<file path="config.mk">
export PLATFORM = sky130hd
export DESIGN_NAME = cfnt_bank_read_unmap_flat
export DESIGN_NICKNAME = d
export VERILOG_FILES = /design/src/rtl/cfnt_bank_read_unmap_if.sv /design/src/rtl/cfnt_bank_read_unmap.sv /design/src/flat_wrapper.sv
export SDC_FILE = /design/constraint.sdc
export NUM_CORES = 1
export LEC_CHECK = 0
export CAP_MARGIN = 10
export CORE_MARGIN = 4
export CORE_UTILIZATION = 45
export DETAILED_ROUTE_END_ITERATION = 8
export HOLD_SLACK_MARGIN = 0.1
export PLACE_DENSITY_LB_ADDON = 0.05
export SKIP_CTS_REPAIR_TIMING = 1
export SLEW_MARGIN = 5
export SYNTH_ARGS = -nofsm -noshare
export SYNTH_HDL_FRONTEND = slang
export SYNTH_SLANG_ARGS = --single-unit
</file>
<file path="constraint.sdc">
create_clock -name clk -period 2.78 [get_ports clk]
set_input_delay 0.834 -clock clk [delete_from_list [all_inputs] [get_ports clk]]
set_output_delay 0.834 -clock clk [all_outputs]
set_load 0.1 [all_outputs]
</file>
<file path="src/rtl/cfnt_bank_read_unmap_if.sv">
// Bank-read return bus for cfnt_bank_read_unmap.
// The slave side is the unmap block. The master side is whatever drives the banks
// and consumes the lane-ordered words.
interface cfnt_bank_read_unmap_if #(
   parameter int DATA_WIDTH = 12
);
   logic                  in_valid;
   logic [1:0]            bank_number_0;
   logic [1:0]            bank_number_1;
   logic [1:0]            bank_number_2;
   logic [1:0]            bank_number_3;
   logic [DATA_WIDTH-1:0] bank_rdata_0;
   logic [DATA_WIDTH-1:0] bank_rdata_1;
   logic [DATA_WIDTH-1:0] bank_rdata_2;
   logic [DATA_WIDTH-1:0] bank_rdata_3;
   logic                  conflict_clr;
   logic                  out_valid;
   logic [DATA_WIDTH-1:0] lane_rdata_0;
   logic [DATA_WIDTH-1:0] lane_rdata_1;
   logic [DATA_WIDTH-1:0] lane_rdata_2;
   logic [DATA_WIDTH-1:0] lane_rdata_3;
   logic                  conflict;

   modport slave (
      input  in_valid, bank_number_0, bank_number_1, bank_number_2, bank_number_3,
      input  bank_rdata_0, bank_rdata_1, bank_rdata_2, bank_rdata_3, conflict_clr,
      output out_valid, lane_rdata_0, lane_rdata_1, lane_rdata_2, lane_rdata_3, conflict
   );

   modport master (
      output in_valid, bank_number_0, bank_number_1, bank_number_2, bank_number_3,
      output bank_rdata_0, bank_rdata_1, bank_rdata_2, bank_rdata_3, conflict_clr,
      input  out_valid, lane_rdata_0, lane_rdata_1, lane_rdata_2, lane_rdata_3, conflict
   );
endinterface

</file>
<file path="src/rtl/cfnt_bank_read_unmap.sv">
// Return path of the conflict-free memory map.
// Bank indices are delayed by RD_LATENCY cycles (legal 1..4) so that they line up with the
// bank read data. A registered 4x4 crossbar then puts each bank word back into lane order.
// Optional feature: define CFNT_UNMAP_CONFLICT_CHECK_EN to build the sticky conflict
// detector. Without it, conflict is tied low and conflict_clr is ignored.
module cfnt_bank_read_unmap #(
   parameter int DATA_WIDTH = 12,
   parameter int RD_LATENCY = 1
) (
   input logic                   clk,
   input logic                   rst,
   cfnt_bank_read_unmap_if.slave bus
);

   logic [1:0]            idx_in  [4];
   logic [DATA_WIDTH-1:0] data_in [4];
   logic                  valid_q [RD_LATENCY];
   logic [1:0]            idx_q   [RD_LATENCY][4];
   logic                  out_valid_q;
   logic [DATA_WIDTH-1:0] lane_q  [4];
   logic                  conflict_q;

   assign idx_in[0]  = bus.bank_number_0;
   assign idx_in[1]  = bus.bank_number_1;
   assign idx_in[2]  = bus.bank_number_2;
   assign idx_in[3]  = bus.bank_number_3;
   assign data_in[0] = bus.bank_rdata_0;
   assign data_in[1] = bus.bank_rdata_1;
   assign data_in[2] = bus.bank_rdata_2;
   assign data_in[3] = bus.bank_rdata_3;

   // Delay line: stage 0 samples the request, later stages shift every cycle
   always_ff @(posedge clk or posedge rst) begin
      if (rst) begin
         // NOTE: the delay line is reset, unlike a data RAM. A stale valid bit here would
         // otherwise emit a phantom out_valid after reset.
         for (int s = 0; s < RD_LATENCY; s++) begin
            valid_q[s] <= 1'b0;
            for (int k = 0; k < 4; k++) idx_q[s][k] <= 2'd0;
         end
      end else begin
         // NOTE: non-blocking assignments let every stage read its neighbour's old value,
         // so the loop order does not matter.
         valid_q[0] <= bus.in_valid;
         for (int k = 0; k < 4; k++) idx_q[0][k] <= idx_in[k];
         for (int s = 1; s < RD_LATENCY; s++) begin
            valid_q[s] <= valid_q[s-1];
            for (int k = 0; k < 4; k++) idx_q[s][k] <= idx_q[s-1][k];
         end
      end
   end

   // Registered crossbar: each lane selects any bank, so duplicate indices are allowed
   always_ff @(posedge clk or posedge rst) begin
      if (rst) begin
         out_valid_q <= 1'b0;
         for (int k = 0; k < 4; k++) lane_q[k] <= '0;
      end else begin
         out_valid_q <= valid_q[RD_LATENCY-1];
         // NOTE: the hold on a bubble is a clock-enable on a flop. The same "if" in
         // combinational logic would infer a latch.
         if (valid_q[RD_LATENCY-1]) begin
            for (int k = 0; k < 4; k++) lane_q[k] <= data_in[idx_q[RD_LATENCY-1][k]];
         end
      end
   end

`ifdef CFNT_UNMAP_CONFLICT_CHECK_EN
   logic dup;

   // Any pair of lanes naming the same bank in the sampled request
   always_comb begin
      dup = 1'b0;
      for (int i = 0; i < 4; i++) begin
         for (int j = i + 1; j < 4; j++) begin
            if (idx_in[i] == idx_in[j]) dup = 1'b1;
         end
      end
   end

   // Sticky flag: a new conflict takes priority over a clear in the same cycle
   always_ff @(posedge clk or posedge rst) begin
      if (rst)                        conflict_q <= 1'b0;
      else if (bus.in_valid && dup)   conflict_q <= 1'b1;
      else if (bus.conflict_clr)      conflict_q <= 1'b0;
   end
`else
   logic unused_conflict_clr;
   assign unused_conflict_clr = bus.conflict_clr;
   assign conflict_q          = 1'b0;
`endif

   assign bus.out_valid    = out_valid_q;
   assign bus.lane_rdata_0 = lane_q[0];
   assign bus.lane_rdata_1 = lane_q[1];
   assign bus.lane_rdata_2 = lane_q[2];
   assign bus.lane_rdata_3 = lane_q[3];
   assign bus.conflict     = conflict_q;

endmodule

</file>
<file path="src/flat_wrapper.sv">
// flat-port wrapper written by rule: the top's interface ports become plain ports
module cfnt_bank_read_unmap_flat 
#(
   parameter int DATA_WIDTH = 12,
   parameter int RD_LATENCY = 1
)
  (clk, rst, bus_in_valid, bus_bank_number_0, bus_bank_number_1, bus_bank_number_2, bus_bank_number_3, bus_bank_rdata_0, bus_bank_rdata_1, bus_bank_rdata_2, bus_bank_rdata_3, bus_conflict_clr, bus_out_valid, bus_lane_rdata_0, bus_lane_rdata_1, bus_lane_rdata_2, bus_lane_rdata_3, bus_conflict);
  cfnt_bank_read_unmap_if #(.DATA_WIDTH(DATA_WIDTH)) bus_i ();
  input logic clk;
  input logic rst;
  input wire logic [$bits(bus_i.in_valid)-1:0] bus_in_valid;
  input wire logic [$bits(bus_i.bank_number_0)-1:0] bus_bank_number_0;
  input wire logic [$bits(bus_i.bank_number_1)-1:0] bus_bank_number_1;
  input wire logic [$bits(bus_i.bank_number_2)-1:0] bus_bank_number_2;
  input wire logic [$bits(bus_i.bank_number_3)-1:0] bus_bank_number_3;
  input wire logic [$bits(bus_i.bank_rdata_0)-1:0] bus_bank_rdata_0;
  input wire logic [$bits(bus_i.bank_rdata_1)-1:0] bus_bank_rdata_1;
  input wire logic [$bits(bus_i.bank_rdata_2)-1:0] bus_bank_rdata_2;
  input wire logic [$bits(bus_i.bank_rdata_3)-1:0] bus_bank_rdata_3;
  input wire logic [$bits(bus_i.conflict_clr)-1:0] bus_conflict_clr;
  output wire logic [$bits(bus_i.out_valid)-1:0] bus_out_valid;
  output wire logic [$bits(bus_i.lane_rdata_0)-1:0] bus_lane_rdata_0;
  output wire logic [$bits(bus_i.lane_rdata_1)-1:0] bus_lane_rdata_1;
  output wire logic [$bits(bus_i.lane_rdata_2)-1:0] bus_lane_rdata_2;
  output wire logic [$bits(bus_i.lane_rdata_3)-1:0] bus_lane_rdata_3;
  output wire logic [$bits(bus_i.conflict)-1:0] bus_conflict;
  assign bus_i.in_valid = bus_in_valid;
  assign bus_i.bank_number_0 = bus_bank_number_0;
  assign bus_i.bank_number_1 = bus_bank_number_1;
  assign bus_i.bank_number_2 = bus_bank_number_2;
  assign bus_i.bank_number_3 = bus_bank_number_3;
  assign bus_i.bank_rdata_0 = bus_bank_rdata_0;
  assign bus_i.bank_rdata_1 = bus_bank_rdata_1;
  assign bus_i.bank_rdata_2 = bus_bank_rdata_2;
  assign bus_i.bank_rdata_3 = bus_bank_rdata_3;
  assign bus_i.conflict_clr = bus_conflict_clr;
  assign bus_out_valid = bus_i.out_valid;
  assign bus_lane_rdata_0 = bus_i.lane_rdata_0;
  assign bus_lane_rdata_1 = bus_i.lane_rdata_1;
  assign bus_lane_rdata_2 = bus_i.lane_rdata_2;
  assign bus_lane_rdata_3 = bus_i.lane_rdata_3;
  assign bus_conflict = bus_i.conflict;
  cfnt_bank_read_unmap #(.DATA_WIDTH(DATA_WIDTH), .RD_LATENCY(RD_LATENCY)) u_core (.clk(clk), .rst(rst), .bus(bus_i));
endmodule
</file>
==> impl_metrics.tcl <==
set metrics [dict create \
    status "completed" \
    drc_errors 0 \
    critPathMaxFanout 28 \
    cts_buffers 9 \
    setup_viol 0 \
    dpl.hpwl_um 6470 \
    final_nets 448 \
    cts_sinks 58 \
    port_buffers 107 \
    fmax_mhz 508 \
    whs_ns 0.499 \
    clock_path_buffers 2 \
    synthDistinctLibCells 13 \
    hp-class "reg2reg" \
    multi_input_area_um2 1770 \
    max_slew_margin_pct 45.7 \
    powerDensity_nw_per_um2 665 \
    rr_worst_depth 2 \
    rows 31 \
    critPathRequiredTime_ns 3.01 \
    die_h_um 95.8 \
    postRouteAntennaNets 0 \
    worstMarginPinSlew_ns 0.815 \
    h-tree-depth 3 \
    syn_area_per_cell_um2 12.1 \
    io_pins 110 \
    drt_pass1_iterations 4 \
    crit_chain "nand2_1 -> o221ai_1" \
    n_antenna_cell 0 \
    drt-initial-drc-count 123 \
    drv_slew 0 \
    endpoint_kind "flop" \
    fin_crit_ns 1.97 \
    synthToLayoutAreaGrowth_pct 32.1 \
    grt_pass1_wl_um 15100 \
    routabilityCongestion 0.795 \
    grt_start_max_net_pins 43 \
    initial_core_util_pct 47.1 \
    regArea_um2 1450 \
    fillers 603 \
    leakage_uw 0.00211 \
    drv_cap 0 \
    worstSetupPathType "reg2reg" \
    min_path_cells 2 \
    cts_root_buf "clkbuf_8" \
    seq_area_frac_synth_pct 41.8 \
    clkTransAtPathRegs_ns 0.07 \
    cp_slowest_stage_delay_ns 0.87 \
    grt-ovfl-total 0 \
    avgRoutedWirePerCell_um 19.7 \
    postLayoutCellArea_um2 4580 \
    drive_gt1_share_pct 20.4 \
    cts_tree "yes" \
    start_kind "flop" \
    synthCells 287 \
    viasPerCell 5.65 \
    die_area_um2 9180 \
    ys_warn_count 0 \
    finalHoldViolCount 0 \
    power_uw 3050 \
    placed_cell_area_um2 4380 \
    die_x_um 95.8 \
    drt_wl_total_um 9710 \
    cp.arrival_ns 2.20 \
    via_count 2778 \
    fin_crit_sh_pct 70.9 \
    antenna_found_initial 0 \
    synthesis.area_um2 3470 \
    fin_util_pct 62.2 \
    grtUsageTotal_pct 21.9 \
    synth_fp_nets 347 \
    ys_seq_elements 58 \
    grt_pass1_vias 2863 \
    clk_latency_ns 0.33 \
    setup_tns_ns 0 \
    clock-skew-final_ns 0.00671 \
    rsz0062_at_grt "false" \
    core_um2 7370 \
    vdd_drop_max_uv 425 \
    cp_slowest_cell "dfrtp_1" \
]
==> logic make-up (layout without fill, tap and decap cells) <==
family          count (synthesis)  in the layout  synth area share (%)
mux                            96             96                  27.7
buf+inv                        28            134                  7.14
simple gates                   56             56                  9.81
flops                          58             58                  41.8
other cells                     1              1                 0.108
compound gates                 48             48                  13.4
==> Yosys cell counts <==
cell type	number	area [um2]
buf_2	6	30.0
buf_4	5	37.5
buf_6	5	56.3
buf_8	7	105
clkbuf_1	4	15.0
conb_1	1	3.75
dfrtp_1	58	1450
inv_1	1	3.75
mux2i_1	96	961
nand2_1	4	15.0
nand2b_1	52	325
o221ai_1	41	359
o221ai_2	7	105
==> layer usage <==
layer | global-route usage (%) | part of all wire (%)
met4 | 9.83 | 2.4
met1 | 29.3 | 44
met2 | 35.3 | 47
met3 | 3.28 | 6.5
met5 | 0 | 0
==> layout by cell type, fill, tap and decap left out, drive strengths merged <==
cell	n
inv	1
o221ai	48
bufinv	1
nand2	4
clkinv	1
conb	1
buf	59
clkbuf	14
dfrtp	58
clkdlybuf4s50	58
mux2i	96
nand2b	52
==> critical path, delay by kind of cell (launching register included) <==
kind / cells / cell delay (ns)
simple gates: 1 / 0.63
compound gates: 1 / 0.36
flops: 1 / 0.87
==> flip-flops by register name, indices dropped and copies added (netlist names) <==
name and flops:
u_core.bus.lane_rdata_0 12, u_core.bus.lane_rdata_1 12, u_core.bus.lane_rdata_2 12, u_core.bus.lane_rdata_3 12, u_core.idx_q 8, u_core.bus.out_valid 1
u_core.valid_q 1
==> area by class of cell <==
| type | instances | share of cell area (%) |
|---|---|---|
| clock buffers | 14 | 3.55 |
| clock inverters | 2 | 0.765 |
| inverters | 1 | 0.0819 |
| multi-input cells | 201 | 38.6 |
| flip-flops and latches | 58 | 31.7 |
| well taps | 99 | 2.70 |
| repair buffers | 117 | 22.6 |
==> worst paths after layout <==
check	startpoint	slack [ns]	end
setup / recovery	u_core.valid_q	0.81	u_core.bus.lane_rdata_1[7]
hold / removal	u_core.bus.lane_rdata_1[4]	0.50	u_core.bus.lane_rdata_1[4]
setup reg to reg	u_core.valid_q	0.81	u_core.bus.lane_rdata_1[7]
hold reg to reg	u_core.bus.lane_rdata_1[4]	0.50	u_core.bus.lane_rdata_1[4]
max in group asynchronous	rst	1.39	u_core.bus.lane_rdata_2[10]
min in group asynchronous	rst	0.82	u_core.valid_q
==> through the flow <==
step,setup WS [ns],instances
after detailed placement,0.821,476
after CTS,0.819,492
after global routing,0.639,492
after global placement,0.832,476
after floorplan,0.518,287
final,0.810,492
==> power by group <==
part	internal (uW)	switching (uW)	total [uW]
sequential	939	64.9	1000
combinational	329	913	1240
clock	463	336	799
total	1730	1310	3050
Power figures use the tool's default switching activity.
